$ cat config.mk
export PLATFORM = sky130hd
export DESIGN_NAME = char_overlay_render_flat
export DESIGN_NICKNAME = d
export VERILOG_FILES = /design/src/rtl/char_overlay_render_if.sv /design/src/rtl/char_overlay_render.sv /design/src/flat_wrapper.sv
export SDC_FILE = /design/constraint.sdc
export NUM_CORES = 1
export LEC_CHECK = 0
export BUFFER_PORTS_ARGS = -buffer_cell sky130_fd_sc_hd__buf_2
export CAP_MARGIN = 20
export CELL_PAD_IN_SITES_DETAIL_PLACEMENT = 1
export CELL_PAD_IN_SITES_GLOBAL_PLACEMENT = 1
export CORE_ASPECT_RATIO = 0.5
export CORE_UTILIZATION = 25
export DETAILED_ROUTE_END_ITERATION = 8
export GPL_TIMING_DRIVEN = 0
export PLACE_DENSITY_LB_ADDON = 0.25
export SLEW_MARGIN = 20
export SYNTH_ARGS = -nofsm -noshare
export SYNTH_HDL_FRONTEND = slang
export SYNTH_SLANG_ARGS = --single-unit
export TNS_END_PERCENT = 100
$ cat constraint.sdc
create_clock -name clk -period 6.9 [get_ports clk]
set_input_delay 1.035 -clock clk [delete_from_list [all_inputs] [get_ports clk]]
set_output_delay 1.035 -clock clk [all_outputs]
set_load 0.01 [all_outputs]
$ cat src/rtl/char_overlay_render_if.sv
// Video-in / video-out / glyph-decoder signal bundle for the character overlay renderer.
interface char_overlay_render_if;
  logic [11:0]  i_hcnt;
  logic [11:0]  i_vcnt;
  logic         i_de;
  logic         i_hs;
  logic         i_vs;
  logic [15:0]  i_data;
  logic [4:0]   str_base;
  logic         overlay_en;
  logic [4:0]   char2;
  logic [255:0] char2_array;
  logic         o_de;
  logic         o_hs;
  logic         o_vs;
  logic [15:0]  o_data;

  // Video source, control and glyph decoder side
  modport master (
    output i_hcnt, i_vcnt, i_de, i_hs, i_vs, i_data, str_base, overlay_en, char2_array,
    input  char2, o_de, o_hs, o_vs, o_data
  );

  // Overlay renderer side
  modport slave (
    input  i_hcnt, i_vcnt, i_de, i_hs, i_vs, i_data, str_base, overlay_en, char2_array,
    output char2, o_de, o_hs, o_vs, o_data
  );
endinterface

$ cat src/rtl/char_overlay_render.sv
// Draws CHAR_NUM 16x16 glyphs onto the video stream at a fixed position. Three-stage pipeline:
// window decode, glyph index to decoder, bitmap lookup and pixel replace. Timing is delayed
// by exactly three clocks on every path.
module char_overlay_render #(
  parameter logic [11:0] H_START  = 12'd16,
  parameter logic [11:0] V_START  = 12'd16,
  parameter int unsigned CHAR_NUM = 2,
  parameter logic [15:0] FG_COLOR = 16'hF800
) (
  input logic                  clk,
  input logic                  rst_n,
  char_overlay_render_if.slave bus
);

  localparam logic [11:0] H_END = H_START + 12'(16 * CHAR_NUM - 1);
  localparam logic [11:0] V_END = V_START + 12'd15;

  // Frame-latched controls
  logic       vs_prev_q;
  logic [4:0] base_q;
  logic       en_q;

  // Stage 1
  logic        win1_q;
  logic [2:0]  slot1_q;
  logic [3:0]  col1_q;
  logic [3:0]  row1_q;
  logic        de1_q, hs1_q, vs1_q;
  logic [15:0] data1_q;

  // Stage 2 (char2 itself is the stage-2 glyph index register)
  logic        win2_q;
  logic [3:0]  col2_q;
  logic [3:0]  row2_q;
  logic        de2_q, hs2_q, vs2_q;
  logic [15:0] data2_q;

  // Window decode of the incoming pixel
  logic [6:0] dx;
  logic [3:0] dy;
  logic       in_win;
  logic       pix_bit;

  assign dx = 7'(bus.i_hcnt - H_START);
  assign dy = 4'(bus.i_vcnt - V_START);
  assign in_win = bus.i_de & en_q &
                  (bus.i_hcnt >= H_START) & (bus.i_hcnt <= H_END) &
                  (bus.i_vcnt >= V_START) & (bus.i_vcnt <= V_END);

  // Row-major bitmap, MSB is row 0 column 0; a 0 bit means foreground.
  assign pix_bit = bus.char2_array[8'd255 - {row2_q, col2_q}];

  // Latch string base and enable on the rising edge of vsync only
  always_ff @(posedge clk or negedge rst_n) begin
    if (!rst_n) begin
      vs_prev_q <= 1'b0;
      base_q    <= '0;
      en_q      <= 1'b0;
    end else begin
      vs_prev_q <= bus.i_vs;
      if (bus.i_vs && !vs_prev_q) begin
        base_q <= bus.str_base;
        en_q   <= bus.overlay_en;
      end
    end
  end

  // Stage 1: register window flag, glyph slot and in-glyph coordinates with the pixel
  always_ff @(posedge clk or negedge rst_n) begin
    if (!rst_n) begin
      win1_q  <= 1'b0;
      slot1_q <= '0;
      col1_q  <= '0;
      row1_q  <= '0;
      de1_q   <= 1'b0;
      hs1_q   <= 1'b0;
      vs1_q   <= 1'b0;
      data1_q <= '0;
    end else begin
      win1_q  <= in_win;
      slot1_q <= dx[6:4];
      col1_q  <= dx[3:0];
      row1_q  <= dy;
      de1_q   <= bus.i_de;
      hs1_q   <= bus.i_hs;
      vs1_q   <= bus.i_vs;
      data1_q <= bus.i_data;
    end
  end

  // Stage 2: drive glyph index to the decoder (5-bit wrap), carry the rest
  always_ff @(posedge clk or negedge rst_n) begin
    if (!rst_n) begin
      bus.char2 <= '0;
      win2_q    <= 1'b0;
      col2_q    <= '0;
      row2_q    <= '0;
      de2_q     <= 1'b0;
      hs2_q     <= 1'b0;
      vs2_q     <= 1'b0;
      data2_q   <= '0;
    end else begin
      bus.char2 <= base_q + {2'b00, slot1_q};
      win2_q    <= win1_q;
      col2_q    <= col1_q;
      row2_q    <= row1_q;
      de2_q     <= de1_q;
      hs2_q     <= hs1_q;
      vs2_q     <= vs1_q;
      data2_q   <= data1_q;
    end
  end

  // Stage 3: replace foreground pixels inside the window, delay timing
  always_ff @(posedge clk or negedge rst_n) begin
    if (!rst_n) begin
      bus.o_de   <= 1'b0;
      bus.o_hs   <= 1'b0;
      bus.o_vs   <= 1'b0;
      bus.o_data <= '0;
    end else begin
      bus.o_de   <= de2_q;
      bus.o_hs   <= hs2_q;
      bus.o_vs   <= vs2_q;
      bus.o_data <= (win2_q && !pix_bit) ? FG_COLOR : data2_q;
    end
  end

endmodule

$ cat src/flat_wrapper.sv
// flat-port wrapper written by rule: the top's interface ports become plain ports
module char_overlay_render_flat 
#(
  parameter logic [11:0] H_START  = 12'd16,
  parameter logic [11:0] V_START  = 12'd16,
  parameter int unsigned CHAR_NUM = 2,
  parameter logic [15:0] FG_COLOR = 16'hF800
)
  (clk, rst_n, bus_i_hcnt, bus_i_vcnt, bus_i_de, bus_i_hs, bus_i_vs, bus_i_data, bus_str_base, bus_overlay_en, bus_char2_array, bus_char2, bus_o_de, bus_o_hs, bus_o_vs, bus_o_data);
  char_overlay_render_if bus_i ();
  input logic clk;
  input logic rst_n;
  input wire logic [$bits(bus_i.i_hcnt)-1:0] bus_i_hcnt;
  input wire logic [$bits(bus_i.i_vcnt)-1:0] bus_i_vcnt;
  input wire logic [$bits(bus_i.i_de)-1:0] bus_i_de;
  input wire logic [$bits(bus_i.i_hs)-1:0] bus_i_hs;
  input wire logic [$bits(bus_i.i_vs)-1:0] bus_i_vs;
  input wire logic [$bits(bus_i.i_data)-1:0] bus_i_data;
  input wire logic [$bits(bus_i.str_base)-1:0] bus_str_base;
  input wire logic [$bits(bus_i.overlay_en)-1:0] bus_overlay_en;
  input wire logic [$bits(bus_i.char2_array)-1:0] bus_char2_array;
  output wire logic [$bits(bus_i.char2)-1:0] bus_char2;
  output wire logic [$bits(bus_i.o_de)-1:0] bus_o_de;
  output wire logic [$bits(bus_i.o_hs)-1:0] bus_o_hs;
  output wire logic [$bits(bus_i.o_vs)-1:0] bus_o_vs;
  output wire logic [$bits(bus_i.o_data)-1:0] bus_o_data;
  assign bus_i.i_hcnt = bus_i_hcnt;
  assign bus_i.i_vcnt = bus_i_vcnt;
  assign bus_i.i_de = bus_i_de;
  assign bus_i.i_hs = bus_i_hs;
  assign bus_i.i_vs = bus_i_vs;
  assign bus_i.i_data = bus_i_data;
  assign bus_i.str_base = bus_str_base;
  assign bus_i.overlay_en = bus_overlay_en;
  assign bus_i.char2_array = bus_char2_array;
  assign bus_char2 = bus_i.char2;
  assign bus_o_de = bus_i.o_de;
  assign bus_o_hs = bus_i.o_hs;
  assign bus_o_vs = bus_i.o_vs;
  assign bus_o_data = bus_i.o_data;
  char_overlay_render #(.H_START(H_START), .V_START(V_START), .CHAR_NUM(CHAR_NUM), .FG_COLOR(FG_COLOR)) u_core (.clk(clk), .rst_n(rst_n), .bus(bus_i));
endmodule
# After elaboration in Yosys (flattened, before gate mapping)
# Index checks and enable logic that the tools add are counted.
[totals]
inputBits = 307
out_inout_bits = 24
reg_bits = 89
wordCells = 43
[classes]
add_sub_neg = 4
mux = 3
bitwise = 5
order_cmp = 5
reduce_logical = 4
[ops]
columns = ["op", "count"]
rows = [
  ["$ge 12x5->1 const B", 2],
  ["$mux 16", 1],
  ["$le 12x5->1 const B", 1],
  ["$le 12x6->1 const B", 1],
  ["$lt 8x9->1 const B", 1],
  ["$bmux 1 s8", 1],
  ["$sub 8x8->8 const A", 1],
  ["$sub 7x5->7 const B", 1],
  ["$add 5x3->5", 1],
  ["$and 1x1->1", 5],
  ["$sub 4x1->4 const B", 1],
  ["$logic_and 1x1->1", 2],
  ["$logic_not 1->1", 2],
  ["$mux 1", 1],
]

# Longest topological paths before layout
[logic_depth]
depth_word = 6
mapped_depth = 12
mapped_depth_nobuf = 7

# Worst setup path after synthesis
# No wires, ideal clock.
[synth_timing]
path_type = "input -> register"
from = "input port bus_char2_array[132]"
to = "register u_core.bus.o_data[10]"
t_arrival_ns = 2.818
setup_ns = 0.119
required_ns = 6.781
cell_stages = 7
n_path_buf = 1
path_slack_ns = 3.963
cell_sequence = "mux4_1 > mux4_2 > mux2_2 > a21oi_1 > o221ai_2 > clkbuf_2 > and2_1"
[synth_between]
elab_chain_len = 5
[synth_rtl]
columns = ["element", "line", "source"]
rows = [
  ["start, declared", "flat_wrapper.sv:21", "input wire logic [$bits(bus_i.char2_array)-1:0] bus_char2_array;"],
  ["$bmux 1 s8", "char_overlay_render.sv:51", "assign pix_bit = bus.char2_array[8'd255 - {row2_q, col2_q}];"],
  ["$mux 1 (not written as such)", "char_overlay_render.sv:51", ""],
  ["$logic_not 1->1", "char_overlay_render.sv:125", "bus.o_data <= (win2_q && !pix_bit) ? FG_COLOR : data2_q;"],
  ["$logic_and 1x1->1", "char_overlay_render.sv:125", ""],
  ["$mux 16", "char_overlay_render.sv:125", ""],
  ["end signal, assigned", "char_overlay_render.sv:125", ""],
  ["end, declared", "char_overlay_render_if.sv:27", "output char2, o_de, o_hs, o_vs, o_data"],
]
# Every way passes these cells. The select of a mux whose other input is x is not followed.
# A chain may end at the register's enable or synchronous reset.

# Final worst setup path
[layout_timing]
from = "register u_core.col2_q[1]"
to = "register u_core.bus.o_data[5]"
[layout_between]
elab_chain_len = 6
[layout_rtl]
columns = ["element", "line", "source"]
rows = [
  ["start, declared", "char_overlay_render.sv:33", "logic [3:0] col2_q;"],
  ["start signal, assigned", "char_overlay_render.sv:105", "col2_q <= col1_q;"],
  ["$sub 8x8->8", "char_overlay_render.sv:51", ""],
  ["$bmux 1 s8", "char_overlay_render.sv:51", ""],
  ["$mux 1 (not written as such)", "char_overlay_render.sv:51", ""],
  ["$logic_not 1->1", "char_overlay_render.sv:125", ""],
  ["$logic_and 1x1->1", "char_overlay_render.sv:125", ""],
  ["$mux 16", "char_overlay_render.sv:125", ""],
]
# Every way passes these cells. The select of a mux whose other input is x is not followed.

==> out/results.md <==
• completed — outcome
• 0.1509 mV — largest vdd supply drop
• 35 — number of rows in the core area
• 20420 um2 — Die Area
• 0.4495 — register area share after synthesis
• 0 — number of maximum-capacitance constraint violations
• met2 — busiest layer in global routing
• 0.7899 ns — slew of the pin with the lowest slew margin
• 113 — 1st-iter DRT viols
• 0 — Resized cells post-CTS
• no — unrepaired setup endpoints after global routing
• 334 — Post-Synthesis Cells
• 3 — H-tree levels
• 4955 um2 — Netlist Area Pre-Place
• 0 — number of synthesized flops with an enable pin
• done — TritonCTS clock tree
• multiplexers — combinational family with the most area after synthesis
• 0.007071 — share of the synthesized netlist area taken by xor and xnor gates
• 89 — number of clock sinks
• 10 — Crit Path Max Fanout
• 201.1 um — Horiz. Die Dim
• 19.28 um — WL/cell
• 47 — largest net degree at the start of global routing
• 0.08990 — simple-gate portion of the synthesized area
• 0.8358 — weighted congestion reported at the end of routability-driven placement
• 46.49% — Area Growth Syn to Fin
• 46 — count of cell types in the netlist
• 0.33 ns — clock network latency to the later pin of the worst-skew pair
• 18110 um — wire length reported by the detailed router
• 939 — number of cells in the finished layout apart from fillers
• 1.000 — Async SR Flop Fraction
• 924 — Post-Place Cells
• 0.06 ns — CTS clock-pin slew for the worst setup and hold paths
• 0.3846 — Finished Core Util
• 0.3407 — share of cell area taken by muxes after synthesis
• 0 — Pins Over Slew Limit
• 0 — antenna diode count
• flip-flop — element type at the critical path start
• 18870 um2 — total core area
• 7.17 ns — required time of the critical path
• 0.003493 uW — Leakage Power
• 0 — remaining antenna violation count after routing
• 0.3074 — GR Util met2
• 0.1745 — Overall Global Routing Usage
• 3.60 ns — Arrival @ worst endpoint
• 27080 um — first-pass GRT wire length
• 0 — final setup violation count
• 4816 — number of global-route vias before repair
• 2 — Clock Tree Buf Depth
• 4 — number of optimization iterations in the first detailed-route pass
• 649 — Syn Nets
• 6960 um2 — Post-DP Area
• 0.03121 — met3 track utilization from global routing
• 0 — count of yosys warnings during synthesis
• 0.05126 — compound-gate portion of the synthesized area
• 1354 uW — Power, Total
• 0 — remaining design rule violation count
• 15030 um — placed wire-length estimate
• u_core.col2_q[1] — startpoint of the most critical register-to-register path
• u_core.col1_q[1] — hold path start
• 14.83 um2 — average cell area after synthesis
• flip-flop to flip-flop — worst setup path category
• 0 — post-CTS repair timing setup buffer count
• 9 — cts bufs inserted
• 330 — IO buf count
• 0 — grt ovf
• sky130_fd_sc_hd__dfrtp_1 — most common flop cell mapped by yosys
• 0.4734 — max_slew headroom
• flip-flop — capturing element type of the critical path
• buf_4 -> buf_4 -> clkbuf_1 -> nand2_1 -> o221ai_1 -> nor3_1 -> nor3_1 -> nand4b_1 -> o221ai_2 -> clkbuf_2 -> and2_1 — Critical Path, Cell by Cell
• 0.2625 — effective utilization at floorplan
• 101.5 um — y dimension of the die
• 0.009925 ns — Clock Skew
• 89 — count of state elements after synthesis
• 4.634 — Via-to-Cell Ratio
• 0 — final hold violations
• 186.5 nW/um2 — power density cells
• sky130_fd_sc_hd__clkbuf_16 — library cell used as clock root buffer
• 331 — num ports
• 4 — count of buffering cells on the critical path with inverters included
• 0 ns — sum of negative setup slack
• buffers and inverters — kind of cell adding the most delay to the critical path
• 0.6221 — layout cell share with drive strength beyond 1
• 3.331 ns — Final Critical Period
• 991 — count of nets after finishing
• 0 — Post-CTS Hold Fix Bufs
• 4351 — DR vias
• sky130_fd_sc_hd__clkbuf_1 — slowest stage cell, crit path
• 0.02172 — Adder-Cell Fraction of Synth Area
• u_core.col2_q[1] — launching instance or port of the critical path
• 0.63 ns — Crit path largest cell delay
• 0.4827 — final clock period utilization by the worst path
• flip-flop to flip-flop — path class of the lowest-slack min-delay path
• 300.2 MHz — maximum clock frequency
• 7258 um2 — final standard cell area without fillers
• 0.2287 — met1 demand-to-capacity share in global routing
• 0 — number of antenna violations at the first check in global routing
-- cell usage in the layout, fill, tap and decap left out, types with 4 or more instances in the layout --
master / Yosys / final
sky130_fd_sc_hd__mux4_1: 11 / 11
sky130_fd_sc_hd__mux2_2: 8 / 8
sky130_fd_sc_hd__nor3_1: 6 / 6
sky130_fd_sc_hd__nand4_1: 4 / 4
sky130_fd_sc_hd__o221ai_1: 8 / 8
sky130_fd_sc_hd__inv_1: 8 / 8
sky130_fd_sc_hd__and2_1: 16 / 16
sky130_fd_sc_hd__a21oi_1: 4 / 4
sky130_fd_sc_hd__and3_1: 4 / 4
sky130_fd_sc_hd__nor2b_1: 7 / 7
sky130_fd_sc_hd__dfrtp_1: 89 / 89
sky130_fd_sc_hd__a22oi_1: 5 / 5
sky130_fd_sc_hd__mux2i_1: 16 / 16
sky130_fd_sc_hd__nand2_1: 13 / 13
sky130_fd_sc_hd__buf_2: 6 / 335
sky130_fd_sc_hd__buf_4: 5 / 6
sky130_fd_sc_hd__ha_1: 7 / 7
sky130_fd_sc_hd__nor2_1: 6 / 6
sky130_fd_sc_hd__clkbuf_1: 9 / 9
sky130_fd_sc_hd__clkbuf_16: 0 / 9
sky130_fd_sc_hd__mux4_2: 51 / 51
sky130_fd_sc_hd__nand3_1: 6 / 6
sky130_fd_sc_hd__or2b_1: 4 / 4
-- synthesized netlist by cell type, types with 2 or more instances --
master / instances / area share
sky130_fd_sc_hd__dfrtp_1: 89 / 0.45
sky130_fd_sc_hd__mux4_2: 51 / 0.23
sky130_fd_sc_hd__and2_1: 16 / 0.020
sky130_fd_sc_hd__mux2i_1: 16 / 0.032
sky130_fd_sc_hd__nand2_1: 13 / 0.0098
sky130_fd_sc_hd__mux4_1: 11 / 0.058
sky130_fd_sc_hd__clkbuf_1: 9 / 0.0068
sky130_fd_sc_hd__inv_1: 8 / 0.0061
sky130_fd_sc_hd__mux2_2: 8 / 0.018
sky130_fd_sc_hd__o221ai_1: 8 / 0.014
sky130_fd_sc_hd__ha_1: 7 / 0.018
sky130_fd_sc_hd__nor2b_1: 7 / 0.0088
sky130_fd_sc_hd__buf_2: 6 / 0.0061
sky130_fd_sc_hd__nand3_1: 6 / 0.0061
sky130_fd_sc_hd__nor2_1: 6 / 0.0045
sky130_fd_sc_hd__nor3_1: 6 / 0.0061
sky130_fd_sc_hd__a22oi_1: 5 / 0.0076
sky130_fd_sc_hd__buf_4: 5 / 0.0076
sky130_fd_sc_hd__a21oi_1: 4 / 0.0040
sky130_fd_sc_hd__and3_1: 4 / 0.0050
sky130_fd_sc_hd__nand4_1: 4 / 0.0050
sky130_fd_sc_hd__or2b_1: 4 / 0.0061
sky130_fd_sc_hd__buf_6: 3 / 0.0068
sky130_fd_sc_hd__nor4_1: 3 / 0.0038
sky130_fd_sc_hd__nor4b_1: 3 / 0.0053
sky130_fd_sc_hd__o21ai_0: 3 / 0.0030
sky130_fd_sc_hd__o22ai_1: 3 / 0.0038
sky130_fd_sc_hd__xnor2_1: 3 / 0.0053
sky130_fd_sc_hd__a2111oi_0: 2 / 0.0035
sky130_fd_sc_hd__a21boi_0: 2 / 0.0030
sky130_fd_sc_hd__a31oi_1: 2 / 0.0025
sky130_fd_sc_hd__nand2b_1: 2 / 0.0025
sky130_fd_sc_hd__nand3b_1: 2 / 0.0030
-- worst register-to-register path, stage by stage (launching register included) --
cell	delay, ns
sky130_fd_sc_hd__dfrtp_1	0.32
sky130_fd_sc_hd__buf_4	0.19
sky130_fd_sc_hd__buf_4	0.25
sky130_fd_sc_hd__clkbuf_1	0.63
sky130_fd_sc_hd__nand2_1	0.26
sky130_fd_sc_hd__o221ai_1	0.34
sky130_fd_sc_hd__nor3_1	0.09
sky130_fd_sc_hd__nor3_1	0.21
sky130_fd_sc_hd__nand4b_1	0.17
sky130_fd_sc_hd__o221ai_2	0.38
sky130_fd_sc_hd__clkbuf_2	0.28
sky130_fd_sc_hd__and2_1	0.16
-- state kept, by name (all words and copies together) (netlist names), 4 cells and up --
register / cells
u_core.data1_q: 16
u_core.row2_q: 4
u_core.col2_q: 4
u_core.row1_q: 4
u_core.bus.o_data: 16
u_core.base_q: 5
u_core.bus.char2: 5
u_core.col1_q: 4
u_core.data2_q: 16
-- power breakdown --
group          total (uW)  leakage (uW)  internal (uW)  switching [uW]
registers             570       0.00104            559            11.4
logic                 303       0.00230            172             131
clock network         481      0.000148            283             197
total                1350       0.00349           1010             340
-- stage by stage --
step	hold slack, ns	setup slack [ns]
floorplan	0.3312	3.963
global placement	0.3314	3.388
detailed placement	0.3363	3.326
CTS	0.3497	3.495
global route	0.3540	3.213
finish	0.3475	3.569
-- layout make-up --
| type | count | area [um2] |
|---|---|---|
| sequential | 89 | 2227 |
| fill | 2149 | 11620 |
| timing repair buffer | 331 | 1682 |
| multi-input combinational | 210 | 2530 |
| buffer | 26 | 163.9 |
| clock buffer | 9 | 225.2 |
| inverter | 9 | 33.78 |
| clock inverter | 6 | 72.57 |
| tap | 259 | 324.1 |
-- kinds of logic after synthesis --
family | count (synthesis)
compound gates | 34
simple gates | 78
mux | 86
buf+inv | 35
xor+xnor | 4
fa+ha+maj | 8
flops | 89
-- layer usage --
layer / wire [um] / part of all wire
met5: 0 / 0
met4: 132 / 0.0073
met3: 765 / 0.042
met2: 9174 / 0.51
met1: 8035 / 0.44
-- path summary, 6_finish.rpt --
| path | cells past startpoint | to | slack [ns] |
|---|---|---|---|
| setup / recovery | 11 | u_core.bus.o_data[5] | 3.57 |
| hold / removal | 0 | u_core.col2_q[1] | 0.35 |
| setup reg to reg | 11 | u_core.bus.o_data[5] | 3.57 |
| hold reg to reg | 0 | u_core.col2_q[1] | 0.35 |
| max in group asynchronous | 2 | u_core.bus.char2[1] | 5.58 |
| min in group asynchronous | 1 | u_core.bus.o_data[2] | 0.70 |
Note: power is estimated with default switching activity, not from simulation.
